`src/rtl/ppdu_sequencer_if.sv`:
```
// Handshake bundle for ppdu_sequencer: descriptor, scrambled DATA input and encoder output streams.
// The master modport is the surrounding chain (descriptor source, scrambler, encoder); slave is the sequencer.
interface ppdu_sequencer_if #(
  parameter int WIDTH    = 24,
  parameter int NW_WIDTH = 16
);
  logic [3:0]          s_desc_rate;
  logic [11:0]         s_desc_length;
  logic [NW_WIDTH-1:0] s_desc_nwords;
  logic                s_desc_valid;
  logic                s_desc_ready;

  logic [WIDTH-1:0]    s_axis_tdata;
  logic                s_axis_tvalid;
  logic                s_axis_tready;
  logic                s_axis_tlast;

  logic [WIDTH-1:0]    m_axis_tdata;
  logic [3:0]          m_axis_tuser;
  logic                m_axis_tvalid;
  logic                m_axis_tready;
  logic                m_axis_tlast;

  modport master (
    output s_desc_rate, s_desc_length, s_desc_nwords, s_desc_valid,
    input  s_desc_ready,
    output s_axis_tdata, s_axis_tvalid, s_axis_tlast,
    input  s_axis_tready,
    input  m_axis_tdata, m_axis_tuser, m_axis_tvalid, m_axis_tlast,
    output m_axis_tready
  );

  modport slave (
    input  s_desc_rate, s_desc_length, s_desc_nwords, s_desc_valid,
    output s_desc_ready,
    input  s_axis_tdata, s_axis_tvalid, s_axis_tlast,
    output s_axis_tready,
    output m_axis_tdata, m_axis_tuser, m_axis_tvalid, m_axis_tlast,
    input  m_axis_tready
  );
endinterface

```
`src/rtl/ppdu_sequencer.sv`:
```
// PPDU sequencer: emits the SIGNAL word at 6 Mb/s, clears the encoder, forwards DATA words with tlast,
// and clears the encoder again so each field starts from the zero state.
module ppdu_sequencer #(
  parameter int WIDTH      = 24,
  parameter int NW_WIDTH   = 16,
  parameter int CLR_CYCLES = 2
) (
  input  logic                 aclk,
  input  logic                 areset,
  ppdu_sequencer_if.slave      bus,
  output logic                 enc_clr,
  output logic                 busy,
  output logic                 err
);

  localparam logic [2:0] S_IDLE  = 3'd0;
  localparam logic [2:0] S_SIG   = 3'd1;
  localparam logic [2:0] S_CLR_A = 3'd2;
  localparam logic [2:0] S_DATA  = 3'd3;
  localparam logic [2:0] S_DRAIN = 3'd4;
  localparam logic [2:0] S_CLR_B = 3'd5;

  localparam int          CW       = (CLR_CYCLES > 1) ? $clog2(CLR_CYCLES) : 1;
  localparam logic [3:0]  RATE_6M  = 4'b1101;

  logic [2:0]          state;
  logic [3:0]          rate_q;
  logic [NW_WIDTH-1:0] nwords_q;
  logic [NW_WIDTH-1:0] cnt;
  logic [CW-1:0]       clr_cnt;
  logic [WIDTH-1:0]    sig_q;
  logic [WIDTH-1:0]    sig_next;
  logic                err_q;
  logic                clr_done;
  logic                last_word;
  logic                data_hs;

  always_comb begin
    sig_next        = '0;
    sig_next[3:0]   = bus.s_desc_rate;
    sig_next[16:5]  = bus.s_desc_length;
    sig_next[17]    = ^{bus.s_desc_length, bus.s_desc_rate};
  end

  // nwords==0 never reaches DATA, but the guard keeps nwords-1 from wrapping.
  assign last_word = (nwords_q != '0) && (cnt == nwords_q - NW_WIDTH'(1));
  assign clr_done  = (clr_cnt == CW'(CLR_CYCLES - 1));
  assign data_hs   = (state == S_DATA) && bus.s_axis_tvalid && bus.m_axis_tready;

  always_comb begin
    bus.s_desc_ready  = (state == S_IDLE) && !areset;
    bus.s_axis_tready = 1'b0;
    bus.m_axis_tvalid = 1'b0;
    bus.m_axis_tdata  = '0;
    bus.m_axis_tuser  = '0;
    bus.m_axis_tlast  = 1'b0;
    case (state)
      S_SIG: begin
        bus.m_axis_tvalid = 1'b1;
        bus.m_axis_tdata  = sig_q;
        bus.m_axis_tuser  = RATE_6M;
        bus.m_axis_tlast  = (nwords_q == '0);
      end
      S_DATA: begin
        bus.m_axis_tvalid = bus.s_axis_tvalid;
        bus.s_axis_tready = bus.m_axis_tready;
        bus.m_axis_tdata  = bus.s_axis_tdata;
        bus.m_axis_tuser  = rate_q;
        bus.m_axis_tlast  = last_word || bus.s_axis_tlast;
      end
      S_DRAIN: bus.s_axis_tready = 1'b1;
      default: ;
    endcase
  end

  assign enc_clr = (state == S_CLR_A) || (state == S_CLR_B);
  assign busy    = (state != S_IDLE);
  assign err     = err_q;

  always_ff @(posedge aclk) begin
    if (areset) begin
      state    <= S_IDLE;
      rate_q   <= '0;
      nwords_q <= '0;
      cnt      <= '0;
      clr_cnt  <= '0;
      sig_q    <= '0;
      err_q    <= 1'b0;
    end else begin
      err_q <= 1'b0;
      case (state)
        S_IDLE: if (bus.s_desc_valid) begin
          rate_q   <= bus.s_desc_rate;
          nwords_q <= bus.s_desc_nwords;
          sig_q    <= sig_next;
          cnt      <= '0;
          state    <= S_SIG;
        end
        S_SIG: if (bus.m_axis_tready) begin
          clr_cnt <= '0;
          state   <= (nwords_q != '0) ? S_CLR_A : S_CLR_B;
        end
        S_CLR_A: begin
          if (clr_done) begin
            clr_cnt <= '0;
            state   <= S_DATA;
          end else begin
            clr_cnt <= clr_cnt + CW'(1);
          end
        end
        S_DATA: if (data_hs) begin
          cnt <= cnt + NW_WIDTH'(1);
          // Early end flags err but still closes cleanly; late end drains the rest of the source frame.
          if (bus.s_axis_tlast) begin
            err_q <= !last_word;
            state <= S_CLR_B;
          end else if (last_word) begin
            err_q <= 1'b1;
            state <= S_DRAIN;
          end
        end
        S_DRAIN: if (bus.s_axis_tvalid && bus.s_axis_tlast) state <= S_CLR_B;
        S_CLR_B: begin
          if (clr_done) begin
            clr_cnt <= '0;
            state   <= S_IDLE;
          end else begin
            clr_cnt <= clr_cnt + CW'(1);
          end
        end
        default: state <= S_IDLE;
      endcase
    end
  end

endmodule
```
`src/flat_wrapper.sv`:
```
// flat-port wrapper written by rule: the top's interface ports become plain ports
module ppdu_sequencer_flat 
#(
  parameter int WIDTH      = 24,
  parameter int NW_WIDTH   = 16,
  parameter int CLR_CYCLES = 2
)
  (aclk, areset, enc_clr, busy, err, bus_s_desc_rate, bus_s_desc_length, bus_s_desc_nwords, bus_s_desc_valid, bus_s_desc_ready, bus_s_axis_tdata, bus_s_axis_tvalid, bus_s_axis_tlast, bus_s_axis_tready, bus_m_axis_tdata, bus_m_axis_tuser, bus_m_axis_tvalid, bus_m_axis_tlast, bus_m_axis_tready);
  ppdu_sequencer_if #(.WIDTH(WIDTH), .NW_WIDTH(NW_WIDTH)) bus_i ();
  input  logic aclk;
  input  logic areset;
  output logic enc_clr;
  output logic busy;
  output logic err;
  input wire logic [$bits(bus_i.s_desc_rate)-1:0] bus_s_desc_rate;
  input wire logic [$bits(bus_i.s_desc_length)-1:0] bus_s_desc_length;
  input wire logic [$bits(bus_i.s_desc_nwords)-1:0] bus_s_desc_nwords;
  input wire logic [$bits(bus_i.s_desc_valid)-1:0] bus_s_desc_valid;
  output wire logic [$bits(bus_i.s_desc_ready)-1:0] bus_s_desc_ready;
  input wire logic [$bits(bus_i.s_axis_tdata)-1:0] bus_s_axis_tdata;
  input wire logic [$bits(bus_i.s_axis_tvalid)-1:0] bus_s_axis_tvalid;
  input wire logic [$bits(bus_i.s_axis_tlast)-1:0] bus_s_axis_tlast;
  output wire logic [$bits(bus_i.s_axis_tready)-1:0] bus_s_axis_tready;
  output wire logic [$bits(bus_i.m_axis_tdata)-1:0] bus_m_axis_tdata;
  output wire logic [$bits(bus_i.m_axis_tuser)-1:0] bus_m_axis_tuser;
  output wire logic [$bits(bus_i.m_axis_tvalid)-1:0] bus_m_axis_tvalid;
  output wire logic [$bits(bus_i.m_axis_tlast)-1:0] bus_m_axis_tlast;
  input wire logic [$bits(bus_i.m_axis_tready)-1:0] bus_m_axis_tready;
  assign bus_i.s_desc_rate = bus_s_desc_rate;
  assign bus_i.s_desc_length = bus_s_desc_length;
  assign bus_i.s_desc_nwords = bus_s_desc_nwords;
  assign bus_i.s_desc_valid = bus_s_desc_valid;
  assign bus_s_desc_ready = bus_i.s_desc_ready;
  assign bus_i.s_axis_tdata = bus_s_axis_tdata;
  assign bus_i.s_axis_tvalid = bus_s_axis_tvalid;
  assign bus_i.s_axis_tlast = bus_s_axis_tlast;
  assign bus_s_axis_tready = bus_i.s_axis_tready;
  assign bus_m_axis_tdata = bus_i.m_axis_tdata;
  assign bus_m_axis_tuser = bus_i.m_axis_tuser;
  assign bus_m_axis_tvalid = bus_i.m_axis_tvalid;
  assign bus_m_axis_tlast = bus_i.m_axis_tlast;
  assign bus_i.m_axis_tready = bus_m_axis_tready;
  ppdu_sequencer #(.WIDTH(WIDTH), .NW_WIDTH(NW_WIDTH), .CLR_CYCLES(CLR_CYCLES)) u_core (.aclk(aclk), .areset(areset), .bus(bus_i), .enc_clr(enc_clr), .busy(busy), .err(err));
endmodule
```
`config.mk`:
```
export PLATFORM = sky130hd
export DESIGN_NAME = ppdu_sequencer_flat
export DESIGN_NICKNAME = d
export VERILOG_FILES = /design/src/rtl/ppdu_sequencer_if.sv /design/src/rtl/ppdu_sequencer.sv /design/src/flat_wrapper.sv
export SDC_FILE = /design/constraint.sdc
export NUM_CORES = 1
export LEC_CHECK = 0
export ABC_AREA = 1
export CAP_MARGIN = 10
export CORE_MARGIN = 5
export CORE_UTILIZATION = 44
export DETAILED_ROUTE_END_ITERATION = 7
export GPL_TIMING_DRIVEN = 0
export PLACE_DENSITY = 0.78
export SYNTH_ARGS = -nofsm -noshare
export SYNTH_HDL_FRONTEND = slang
export SYNTH_SLANG_ARGS = --single-unit
```
`constraint.sdc`:
```
create_clock -name aclk -period 2.1 [get_ports aclk]
set_clock_uncertainty 0.2 [all_clocks]
set_input_delay 0.315 -clock aclk [delete_from_list [all_inputs] [get_ports aclk]]
set_output_delay 0.315 -clock aclk [all_outputs]
set_load 0.02 [all_outputs]
```
==> impl_metrics.json <==
{
  "netlist.top_cell.by_area": "dfxtp_1",
  "gr-usage-met1": 0.252,
  "cts_hold_buffers": 0,
  "port_buffers": 95,
  "synthDominantCellAreaShare": 0.320,
  "synth.cells.most_frequent": "nand2_1, inv_1, dfxtp_1",
  "hp-start": "bus_s_desc_valid",
  "number_of_synthesized_flops_with_an_enable_pin": 0,
  "antenna_violating_nets_post_route": 0,
  "power.clock.fraction": 0.142,
  "grt_overflow": 0,
  "slew_headroom": 0.652,
  "total_leakage_power_nw": 2.17,
  "floorplan.die.height_um": 97.6,
  "average_wire_per_standard_cell_um": 14.2,
  "final-setup-viol-count": 7,
  "grt_pass1_vias": 3603,
  "critical_path_end_type": "primary output",
  "syn-mean-instance-area_um2": 6.56,
  "initial_core_util": 0.444,
  "timing.rr.start": "u_core.nwords_q[0]",
  "clock_sinks": 54,
  "synth_nets": 580,
  "boundaryPins": 97,
  "numCtsBuffers": 5,
  "synthDistinctLibCells": 38,
  "timing.critical_path.required_ps": 1580,
  "status": "complete, but fails checks",
  "antenna_cells": 0,
  "hold_end": "u_core.nwords_q[4]",
  "worst_path_dominant_cell_family": "simple AND/OR/NAND/NOR gates",
  "critical_path.max_stage_delay_ps": 360,
  "cts_tree": "built",
  "route.detailed.drc": 0,
  "globalplace.congestion": 0.911,
  "synth.cell_area_um2": 3380,
  "logic_pwr_share": 0.579,
  "dr_total_vias": 3720,
  "hold-path-cell-count": 3,
  "tightest_slew_ps": 522,
  "p_switching_w": 0.00226,
  "seq_power_share": 0.279,
  "r2r_slack_ps": -120,
  "grt_pass1_wl_um": 16600,
  "cts-htree-levels": 2,
  "max_cap_violations": 0,
  "cp.buffers_inverters": 3,
  "timing.reg2reg.worst_path_depth": 17,
  "top_area_cells_in_the_synthesized_netlist": "dfxtp_1, nand2_1, inv_1, a21oi_1, o21ai_0",
  "final.min_clock_period_ps": 2690,
  "top_usage_layer": "met2",
  "post-synth-top-count-cell": "nand2_1",
  "hpwlAfterDp_um": 7940,
  "synth.yosys.warnings": 0,
  "criticalPathCategory": "reg2out",
  "areaGrowthSynthToFinish_pct": 46.5,
  "largest_buffer_count_on_any_clock_path": 2,
  "finish.utilization": 0.651,
  "crit_path_max_fanout": 4,
  "failed_checks": "setup timing",
  "rsz0062_at_grt": "yes",
  "sw_frac_of_total": 0.447,
  "routed_wl_um": 10500,
  "clk-insertion-delay-late_ps": 310,
  "cp_data_arrival_time_ps": 2180,
  "via_per_inst": 5.03,
  "timing.final.ws_setup_ps": -590,
  "floorplan.rows": 32,
  "antenna_violations_before_repair": 0,
  "fp.dieW_um": 97.6,
  "ys_async_sr_fraction": 0,
  "die_area_um2": 9530,
  "hold_slack_ps": 171,
  "number_of_synthesized_register_bits": 54,
  "synthFlopType": "dfxtp_1",
  "design.final.nets": 702,
  "ctsRootBufferMaster": "clkbuf_8",
  "groute.layer.met2.usage": 0.377,
  "clkTransAtPathRegs_ps": 110,
  "postSynthCellCount": 515,
  "grt_start_max_net_pins": 17,
  "slew_viol_final": 0,
  "drive_above_1_share": 0.205,
  "peakVddDrop_mv": 0.601,
  "fp.coreArea_um2": 7610,
  "detailedRoute.firstPassIterationCount": 6,
  "clock.fmax_ghz": 0.372,
  "power.density_cell_area_nw_per_um2": 1020,
  "cell_internal_pwr_w": 0.00280,
  "hp-class": "in2reg",
  "worst_r2r_endpoint": "u_core.state[2]",
  "groute.layer.met3.usage": 0.0445,
  "timing.final.hold_violations": 0,
  "critical-path-slowest-cell": "dfxtp_2",
  "yosysSeqAreaShare": 0.320,
  "period_share": 1.28,
  "gr-usage-all-layers": 0.208,
  "drt_iter0_markers": 158,
  "cell_by_cell_trace_of_the_critical_path": "inv_4 > ha_4 > inv_2 > nand2_1 > nand2_1 > nor2_1 > nand3_1 > nor2_1 > nand3_1 > nor2_2 > nand3_2 > ha_4 > o21ai_4 > buf_6",
  "cp-start-kind": "register"
}
-- power by group through the flow --
stage               logic [W]  registers [W]  clock network, W
global route          0.00323        0.00144          0.000778
CTS                   0.00256        0.00138          0.000726
detailed placement    0.00252        0.00140                 0
finish                0.00293        0.00141          0.000717
global placement      0.00247        0.00139                 0
floorplan             0.00175        0.00136                 0
-- state kept, by name (all words and copies together), names as in the netlist --
name	cells
u_core.clr_cnt	1
u_core.cnt	16
u_core.err	1
u_core.nwords_q	16
u_core.rate_q	3
u_core.sig_q	14
u_core.state	3
-- worst min-delay path: stages --
cell,delay (ps)
buf_2,170
nand3_1,110
a21oi_1,60
-- worst max path at each step --
stage	startpoint	endpoint	depth (start not counted)	slack (ps)
after floorplan	u_core.nwords_q[0]	bus_m_axis_tlast	13	-40
after global placement	u_core.nwords_q[0]	bus_m_axis_tlast	14	-790
after detailed placement	u_core.nwords_q[3]	bus_m_axis_tlast	11	-810
after CTS	u_core.nwords_q[0]	bus_m_axis_tlast	14	-620
after global routing	u_core.nwords_q[0]	bus_m_axis_tlast	14	-740
final	u_core.nwords_q[0]	bus_m_axis_tlast	14	-590
-- repair_timing --
action,in CTS,in global routing
endpoints found under the setup margin,40,55
setup buffers,5,15
gates cloned,0,1
endpoints found under the hold margin,0,0
pin swaps,8,11
gates resized for setup,167,85
-- cell type report --
cell class | count | area [µm²]
Inverter | 77 | 304
Clock buffer | 6 | 72.6
Fill cell | 660 | 2660
Tap cell | 102 | 128
Buffer | 15 | 111
Multi-Input combinational cell | 368 | 2120
Sequential cell | 54 | 1100
Clock inverter | 2 | 37.5
Timing Repair Buffer | 116 | 1080
-- per-layer routing --
| metal | vias to the layer above | wire length, µm |
|---|---|---|
| met5 | - | 0 |
| met3 | 12 | 590 |
| met4 | 0 | 127 |
| met1 | 1709 | 4370 |
| met2 | 97 | 5430 |
| li1 | 1902 | - |
-- cells in the final DEF, fill, tap and decap left out, types with 4 or more instances in the layout --
| cell type | n |
|---|---|
| a21oi_1 | 51 |
| buf_2 | 5 |
| buf_4 | 30 |
| buf_6 | 13 |
| clkbuf_1 | 8 |
| clkbuf_2 | 4 |
| clkbuf_8 | 6 |
| clkdlybuf4s50_1 | 61 |
| dfxtp_1 | 48 |
| dlygate4sd2_1 | 5 |
| inv_1 | 64 |
| inv_2 | 9 |
| nand2_1 | 104 |
| nand2_2 | 6 |
| nand3_1 | 29 |
| nand3b_1 | 5 |
| nand4_1 | 5 |
| nor2_1 | 44 |
| nor2_2 | 9 |
| nor2_4 | 6 |
| nor3_1 | 6 |
| o21ai_0 | 32 |
| o21ai_2 | 8 |
| o21ai_4 | 5 |
| xnor2_1 | 17 |
| xor2_1 | 7 |
-- stage by stage --
| step | setup WS [ps] | TNS [ps] | power, W | area, µm² | cells |
|---|---|---|---|---|---|
| 2_1_floorplan | -37.2 | -37.2 | 0.00311 | 3420 | 515 |
| 3_3_place_gp | -794 | -13350 | 0.00386 | 4500 | 712 |
| 3_5_place_dp | -815 | -14760 | 0.00392 | 4500 | 712 |
| 4_1_cts | -616 | -644 | 0.00467 | 4640 | 725 |
| 5_1_grt | -744 | -2660 | 0.00544 | 4950 | 740 |
| 6_report | -590 | -912 | 0.00506 | 4950 | 740 |
-- logic make-up (layout without fill, tap and decap cells) --
group	Yosys count	after routing	share of synthesized area
AND/OR/NAND/NOR	231	231	0.325
AO/OA/AOI/OAI	109	109	0.172
buffers and inverters	93	216	0.104
flip-flops	54	54	0.320
XOR/XNOR	25	25	0.0689
adder cells (fa/ha/maj)	3	3	0.0111
Note: power is estimated with default switching activity, not from simulation.
